`src/rtl/parking_pkg.sv`:
```
`default_nettype none
// ============================================================================
// Module   : parking_pkg
// Brief    : Shared state encoding, default PIN and width helper for the
//            parking-lot entry controller.
// Revision : 1.0 - initial release
// ============================================================================
package parking_pkg;

    localparam logic [4:0] ST_IDLE     = 5'b00001;
    localparam logic [4:0] ST_WAIT_PIN = 5'b00010;
    localparam logic [4:0] ST_OPEN     = 5'b00100;
    localparam logic [4:0] ST_ALARM    = 5'b01000;
    localparam logic [4:0] ST_BLOCK    = 5'b10000;

    typedef enum logic [4:0] {
        S_IDLE     = ST_IDLE,
        S_WAIT_PIN = ST_WAIT_PIN,
        S_OPEN     = ST_OPEN,
        S_ALARM    = ST_ALARM,
        S_BLOCK    = ST_BLOCK
    } state_e;

    localparam logic [7:0] DEFAULT_PIN = 8'h26;

    // Bits needed to hold 0..max_val, never less than one.
    function automatic int cnt_w(input int max_val);
        int w;
        w = $clog2(max_val + 1);
        return (w < 1) ? 1 : w;
    endfunction

endpackage
`default_nettype wire

```
`src/rtl/parking_gate_ctrl_if.sv`:
```
`default_nettype none
// ============================================================================
// Module   : parking_gate_ctrl_if
// Brief    : Lane sensor / keypad inputs and gate / alarm outputs bundle.
// Revision : 1.0 - initial release
// ============================================================================
interface parking_gate_ctrl_if
    import parking_pkg::*;
#(
    parameter int PIN_W     = 8,
    parameter int MAX_TRIES = 3,
    parameter int CAPACITY  = 16
) ();

    logic                           sensor_a;
    logic                           sensor_b;
    logic                           pin_valid;
    logic [PIN_W-1:0]               pin;
    logic                           car_exit;

    logic                           gate_open;
    logic                           wrong_pin_alarm;
    logic                           block_alarm;
    logic                           lot_full;
    logic [cnt_w(CAPACITY)-1:0]     occupancy;
    logic [cnt_w(MAX_TRIES)-1:0]    tries_left;

    modport master (
        output sensor_a, sensor_b, pin_valid, pin, car_exit,
        input  gate_open, wrong_pin_alarm, block_alarm, lot_full,
               occupancy, tries_left
    );

    modport slave (
        input  sensor_a, sensor_b, pin_valid, pin, car_exit,
        output gate_open, wrong_pin_alarm, block_alarm, lot_full,
               occupancy, tries_left
    );

endinterface
`default_nettype wire

```
`src/rtl/parking_occupancy.sv`:
```
`default_nettype none
// ============================================================================
// Module   : parking_occupancy
// Brief    : Saturating up/down counter of cars in the lot with full flag.
// Revision : 1.0 - initial release
// ============================================================================
module parking_occupancy
    import parking_pkg::*;
#(
    parameter int CAPACITY = 16
) (
    input  wire logic                       clk,
    input  wire logic                       rst,
    input  wire logic                       inc,
    input  wire logic                       dec,
    output logic [cnt_w(CAPACITY)-1:0]      occupancy,
    output logic                            full
);

    localparam int                OCC_W = cnt_w(CAPACITY);
    localparam logic [OCC_W-1:0]  CAP_V = OCC_W'(CAPACITY);

    logic [OCC_W-1:0] occ_d, occ_q;
    logic             full_d, full_q;

    always_comb begin
        occ_d = occ_q;
        // Simultaneous entry and exit cancel; both ends saturate.
        if (inc && !dec) begin
            if (occ_q != CAP_V) occ_d = occ_q + 1'b1;
        end else if (dec && !inc) begin
            if (occ_q != '0) occ_d = occ_q - 1'b1;
        end
        full_d = (occ_d == CAP_V);
    end

    always_ff @(posedge clk) begin
        if (rst) begin
            occ_q  <= '0;
            full_q <= 1'b0;
        end else begin
            occ_q  <= occ_d;
            full_q <= full_d;
        end
    end

    assign occupancy = occ_q;
    assign full      = full_q;

endmodule
`default_nettype wire

```
`src/rtl/parking_gate_ctrl.sv`:
```
`default_nettype none
// ============================================================================
// Module   : parking_gate_ctrl
// Brief    : Parking-lot entry gate controller: PIN entry with attempt limit,
//            tailgate blocking, open-gate timeout and occupancy tracking.
// Revision : 1.0 - initial release
// ============================================================================
module parking_gate_ctrl
    import parking_pkg::*;
#(
    parameter int               PIN_W        = 8,
    parameter logic [PIN_W-1:0] PIN          = PIN_W'(DEFAULT_PIN),
    parameter int               MAX_TRIES    = 3,
    parameter int               CAPACITY     = 16,
    parameter int               OPEN_TIMEOUT = 100
) (
    input  wire logic           clk,
    input  wire logic           rst,
    parking_gate_ctrl_if.slave  bus
);

    localparam int               FAIL_W   = cnt_w(MAX_TRIES);
    localparam int               TMR_W    = cnt_w(OPEN_TIMEOUT);
    localparam logic [FAIL_W-1:0] MAX_V   = FAIL_W'(MAX_TRIES);
    localparam logic [TMR_W-1:0]  TMR_LAST = TMR_W'(OPEN_TIMEOUT - 1);

    state_e              state_d, state_q;
    logic [FAIL_W-1:0]   fail_d, fail_q;
    logic [TMR_W-1:0]    timer_d, timer_q;
    logic                gate_open_d, gate_open_q;
    logic                wrong_pin_alarm_d, wrong_pin_alarm_q;
    logic                block_alarm_d, block_alarm_q;
    logic [FAIL_W-1:0]   tries_left_d, tries_left_q;

    logic                w_conflict;
    logic                w_pin_ok;
    logic                w_occ_inc;
    logic                w_lot_full;
    logic [cnt_w(CAPACITY)-1:0] w_occupancy;

    assign w_conflict = bus.sensor_a && bus.sensor_b;
    assign w_pin_ok   = bus.pin_valid && (bus.pin == PIN);

    always_comb begin
        state_d   = state_q;
        fail_d    = fail_q;
        timer_d   = timer_q;
        w_occ_inc = 1'b0;

        case (state_q)
            S_IDLE: begin
                if (w_conflict) begin
                    state_d = S_BLOCK;
                end else if (bus.sensor_a && !w_lot_full) begin
                    state_d = S_WAIT_PIN;
                    fail_d  = '0;
                end
            end

            S_WAIT_PIN: begin
                if (w_conflict) begin
                    state_d = S_BLOCK;
                end else if (w_pin_ok) begin
                    state_d = S_OPEN;
                    timer_d = '0;
                end else if (bus.pin_valid) begin
                    fail_d = fail_q + 1'b1;
                    if (fail_d == MAX_V) state_d = S_ALARM;
                end else if (!bus.sensor_a) begin
                    state_d = S_IDLE;
                end
            end

            S_OPEN: begin
                // sensor_b without sensor_a is a completed entry here.
                if (w_conflict) begin
                    state_d = S_BLOCK;
                end else if (bus.sensor_b) begin
                    state_d   = S_IDLE;
                    w_occ_inc = 1'b1;
                end else if (timer_q == TMR_LAST) begin
                    state_d = S_IDLE;
                end else begin
                    timer_d = timer_q + 1'b1;
                end
            end

            S_ALARM: begin
                if (w_pin_ok) begin
                    state_d = S_IDLE;
                    fail_d  = '0;
                end
            end

            S_BLOCK: begin
                if (w_pin_ok && !bus.sensor_b) state_d = S_IDLE;
            end

            default: state_d = S_IDLE;
        endcase

        gate_open_d       = (state_d == S_OPEN);
        wrong_pin_alarm_d = (state_d == S_ALARM);
        block_alarm_d     = (state_d == S_BLOCK);
        tries_left_d      = MAX_V - fail_d;
    end

    always_ff @(posedge clk) begin
        if (rst) begin
            state_q           <= S_IDLE;
            fail_q            <= '0;
            timer_q           <= '0;
            gate_open_q       <= 1'b0;
            wrong_pin_alarm_q <= 1'b0;
            block_alarm_q     <= 1'b0;
            tries_left_q      <= MAX_V;
        end else begin
            state_q           <= state_d;
            fail_q            <= fail_d;
            timer_q           <= timer_d;
            gate_open_q       <= gate_open_d;
            wrong_pin_alarm_q <= wrong_pin_alarm_d;
            block_alarm_q     <= block_alarm_d;
            tries_left_q      <= tries_left_d;
        end
    end

    parking_occupancy #(
        .CAPACITY (CAPACITY)
    ) u_occupancy (
        .clk       (clk),
        .rst       (rst),
        .inc       (w_occ_inc),
        .dec       (bus.car_exit),
        .occupancy (w_occupancy),
        .full      (w_lot_full)
    );

    assign bus.gate_open       = gate_open_q;
    assign bus.wrong_pin_alarm = wrong_pin_alarm_q;
    assign bus.block_alarm     = block_alarm_q;
    assign bus.lot_full        = w_lot_full;
    assign bus.occupancy       = w_occupancy;
    assign bus.tries_left      = tries_left_q;

endmodule
`default_nettype wire
```
`src/flat_wrapper.sv`:
```
// flat-port wrapper written by rule: the top's interface ports become plain ports
module parking_gate_ctrl_flat import parking_pkg::*;
#(
    parameter int               PIN_W        = 8,
    parameter logic [PIN_W-1:0] PIN          = PIN_W'(DEFAULT_PIN),
    parameter int               MAX_TRIES    = 3,
    parameter int               CAPACITY     = 16,
    parameter int               OPEN_TIMEOUT = 100
)
  (clk, rst, bus_sensor_a, bus_sensor_b, bus_pin_valid, bus_pin, bus_car_exit, bus_gate_open, bus_wrong_pin_alarm, bus_block_alarm, bus_lot_full, bus_occupancy, bus_tries_left);
  parking_gate_ctrl_if #(.PIN_W(PIN_W), .MAX_TRIES(MAX_TRIES), .CAPACITY(CAPACITY)) bus_i ();
  input  wire logic clk;
  input  wire logic rst;
  input wire logic [$bits(bus_i.sensor_a)-1:0] bus_sensor_a;
  input wire logic [$bits(bus_i.sensor_b)-1:0] bus_sensor_b;
  input wire logic [$bits(bus_i.pin_valid)-1:0] bus_pin_valid;
  input wire logic [$bits(bus_i.pin)-1:0] bus_pin;
  input wire logic [$bits(bus_i.car_exit)-1:0] bus_car_exit;
  output wire logic [$bits(bus_i.gate_open)-1:0] bus_gate_open;
  output wire logic [$bits(bus_i.wrong_pin_alarm)-1:0] bus_wrong_pin_alarm;
  output wire logic [$bits(bus_i.block_alarm)-1:0] bus_block_alarm;
  output wire logic [$bits(bus_i.lot_full)-1:0] bus_lot_full;
  output wire logic [$bits(bus_i.occupancy)-1:0] bus_occupancy;
  output wire logic [$bits(bus_i.tries_left)-1:0] bus_tries_left;
  assign bus_i.sensor_a = bus_sensor_a;
  assign bus_i.sensor_b = bus_sensor_b;
  assign bus_i.pin_valid = bus_pin_valid;
  assign bus_i.pin = bus_pin;
  assign bus_i.car_exit = bus_car_exit;
  assign bus_gate_open = bus_i.gate_open;
  assign bus_wrong_pin_alarm = bus_i.wrong_pin_alarm;
  assign bus_block_alarm = bus_i.block_alarm;
  assign bus_lot_full = bus_i.lot_full;
  assign bus_occupancy = bus_i.occupancy;
  assign bus_tries_left = bus_i.tries_left;
  parking_gate_ctrl #(.PIN_W(PIN_W), .PIN(PIN), .MAX_TRIES(MAX_TRIES), .CAPACITY(CAPACITY), .OPEN_TIMEOUT(OPEN_TIMEOUT)) u_core (.clk(clk), .rst(rst), .bus(bus_i));
endmodule
```
`config.mk`:
```
export PLATFORM = sky130hd
export DESIGN_NAME = parking_gate_ctrl_flat
export DESIGN_NICKNAME = d
export VERILOG_FILES = /design/src/rtl/parking_pkg.sv /design/src/rtl/parking_gate_ctrl_if.sv /design/src/rtl/parking_occupancy.sv /design/src/rtl/parking_gate_ctrl.sv /design/src/flat_wrapper.sv
export SDC_FILE = /design/constraint.sdc
export NUM_CORES = 1
export LEC_CHECK = 0
export ABC_AREA = 1
export CAP_MARGIN = 20
export CORE_MARGIN = 2
export CORE_UTILIZATION = 35
export CTS_BUF_LIST = sky130_fd_sc_hd__clkbuf_4
export CTS_CLUSTER_SIZE = 14
export DETAILED_ROUTE_END_ITERATION = 7
export GPL_ROUTABILITY_DRIVEN = 0
export PLACE_DENSITY = 0.59
export SLEW_MARGIN = 20
export SYNTH_ARGS = -nofsm -noshare
export SYNTH_HDL_FRONTEND = slang
export SYNTH_SLANG_ARGS = --single-unit
```
`constraint.sdc`:
```
create_clock -name clk -period 3.9 [get_ports clk]
set_input_delay 0.78 -clock clk [delete_from_list [all_inputs] [get_ports clk]]
set_output_delay 0.78 -clock clk [all_outputs]
set_load 0.05 [all_outputs]
```
==> metrics.md <==
| Metric | Value |
|---|---|
| Post-CTS Setup Bufs | `0` |
| Ant diodes | `0` |
| Top FF cell, synth | `dfxtp_1` |
| Slew margin rel. | `0.666` |
| Most frequent cells in the layout | `nand2_1 (45), nor2_1 (29), dfxtp_1 (25)` |
| Initial antenna violation count | `0` |
| Setup-failing EPs final | `0` |
| Cells after Synth | `between 200 and 250` |
| Worst-Margin Slew | `approximately 0.5 ns` |
| Clock Latency Late Sink | `0.32 ns` |
| Initial core utilization | `0.361` |
| Maximum clock frequency | `approximately 0.4 GHz` |
| Clock root buffer | `clkbuf_4` |
| Crit path buffers/inverters | `1` |
| TNS Setup | `0 ns` |
| Width of the die | `70.5 µm` |
| Row cnt | `24` |
| Slew Viols, Final | `0` |
| Mapped Nets | `approximately 250` |
| Mean Syn Cell Area | `a little under 7 µm²` |
| Skew final | `0.00128 ns` |
| Clk slew on worst S/H paths | `0.13 ns` |
| Lkg Pwr | `0.781 nW` |
| Grt ovf | `0` |
| Placed cell areas | `1840 µm²` |
| Drt total wl | `3.42 mm` |
| Clk sinks | `25` |
| Initial DRC Count | `149` |
| Count of different cell masters after synthesis | `29` |
| Worst Hold Class | `flip-flop to flip-flop` |
| RSZ-0062 raised after global routing | `no` |
| Final Hold Vio Count | `0` |
| Status | `finished, final reports clean` |
| Area leader, netlist | `dfxtp_1` |
| Post-synth EDFFs | `0` |
| Via/cell ratio | `4.89` |
| Max clock buf depth | `2` |
| Syn. warnings | `0` |
| Maximum vdd drop | `between 0.00015 and 0.0002 V` |
| Worst-path fanout max | `9` |
| CP required | `3.12 ns` |
| DIE AREA | `between 4000 and 5000 µm²` |
| DR DRC count | `0` |
| Vias | `~1500` |
| Routed len/inst | `11.2 µm` |
| PD cells | `~440 nW/µm²` |
| CORE AREA | `4290 µm²` |
| Gr usage total | `0.150` |
| FFs w/ async S/R, synth | `0` |
| Syn Std Cell Area | `1550 µm²` |
| Crit path kind | `flip-flop to output pin` |
| Hpwl dp | `2.67 mm` |
| Ports | `25` |
| Port bufs | `24` |
| Depth of the CTS H-tree | `1` |
| Crit path cell chain | `clkdlybuf4s50_1` |
| Antenna Violating Nets Remaining | `0` |
| TritonCTS Buffers | `3` |
| Data arrival, critical path | `1.74 ns` |
| Crit-path max cell delay | `0.87 ns` |
| Flops & latches, synth | `25` |
| DR pass1 iterations | `4` |
| Vias in the first global route | `approximately 1400` |
| Die span in y | `70.5 µm` |
| Layout cells sized above 1 | `0.138` |
| Final Critical Period | `2.52 ns` |
| Overall power | `814 µW` |
| Top cell type's share of synthesized area | `0.323` |
| Final Cycle Share | `0.646` |
| Largest net degree at the start of global routing | `14` |
| CTS Hold Bufs | `0` |
| Area Growth Syn to Fin | `20.6%` |
| Sequential area share after synthesis | `0.323` |
| Critical path launch point type | `flip-flop` |
| CTS tree | `yes` |
| First-pass GRT wire length | `6.13 mm` |
| Post-route cell area | `1870 µm²` |
| Post_cts resized | `0` |
| Most common cell after layout, fill and taps aside | `nand2_1` |
| Total of max-cap violations | `0` |
| Delay-heaviest family, CP | `buffers and inverters` |
| Final Net Count | `between 200 and 300` |
| Worst path slowest cell | `clkdlybuf4s50_1` |
| Synth top area cells | `dfxtp_1 (32%), nand2_1 (11%), nand3_1 (7.4%)` |
| CP endpoint kind | `output pin` |
## cells by family after synthesis
| family | Yosys count | synth area share |
|---|---|---|
| DFF | 25 | 0.323 |
| adders and majority gates | 4 | 0.0323 |
| and+or+nand+nor | 128 | 0.410 |
| AOI/OAI and AO/OA | 29 | 0.104 |
| xor gates and xnor gates | 7 | 0.0396 |
| buffers and inverters | 35 | 0.0905 |
## report_power, final
group | internal, mW | switching [mW]
combinational | 0.141 | 0.232
clock | 0.0470 | 0.0770
sequential | 0.278 | 0.0406
total | 0.465 | 0.349
## Yosys cell counts (2+ instances only)
cell,instances
nand3_1,23
a21oi_2,2
o21ai_0,5
dfxtp_1,25
nand2_1,45
o21ai_1,3
nor3_1,5
xor2_1,5
xnor2_1,2
nor2_1,29
nand3_2,5
clkbuf_1,2
inv_1,23
nand2_2,4
ha_1,4
nor2_2,4
inv_2,8
a21oi_1,16
nand4_1,6
nor2_4,3
## state kept, by name (all words and copies together), names as in the netlist
| signal | cells |
|---|---|
| u_core.bus.block_alarm | 1 |
| u_core.bus.gate_open | 1 |
| u_core.bus.tries_left | 2 |
| u_core.bus.wrong_pin_alarm | 1 |
| u_core.fail_q | 2 |
| u_core.state_q | 5 |
| u_core.timer_q | 7 |
| u_core.u_occupancy.full | 1 |
| u_core.u_occupancy.occupancy | 5 |
## final timing paths
check                                                      from  slack (ns)                      end  cells past startpoint
worst max register to register  u_core.u_occupancy.occupancy[1]        2.27  u_core.u_occupancy.full                     10
worst min-delay path                           u_core.fail_q[0]        0.46         u_core.fail_q[0]                      1
worst min register to register                 u_core.fail_q[0]        0.46         u_core.fail_q[0]                      1
worst max-delay path            u_core.u_occupancy.occupancy[2]        1.38         bus_occupancy[2]                      1
## routing by layer
layer / GRT usage / vias to the layer above / wire length [µm]
li1: - / 789 / -
met1: 0.213 / 642 / 1700
met2: 0.218 / 50 / 1410
met3: 0.0303 / 10 / 238
met4: 0.0662 / 0 / 80
met5: 0 / - / 0
## metrics by stage
stage	cells	hold WS, ns	util	worst slack, ns
after global placement	301	0.440	0.428	1.57
after CTS	305	0.464	0.435	1.37
after floorplan	228	0.429	-	2.11
final	305	0.462	0.435	1.38
after global routing	305	0.476	0.435	1.32
after detailed placement	301	0.445	0.428	1.60
## final cells by class
class | count | area, µm²
clock buffer | 4 | 30.0
fill | 458 | 2430
multi-input combinational | 168 | 908
tap | 52 | 65.1
inverter | 31 | 116
timing repair buffer | 25 | 248
sequential | 25 | 500
No activity file was read; power rests on OpenSTA's default activity.
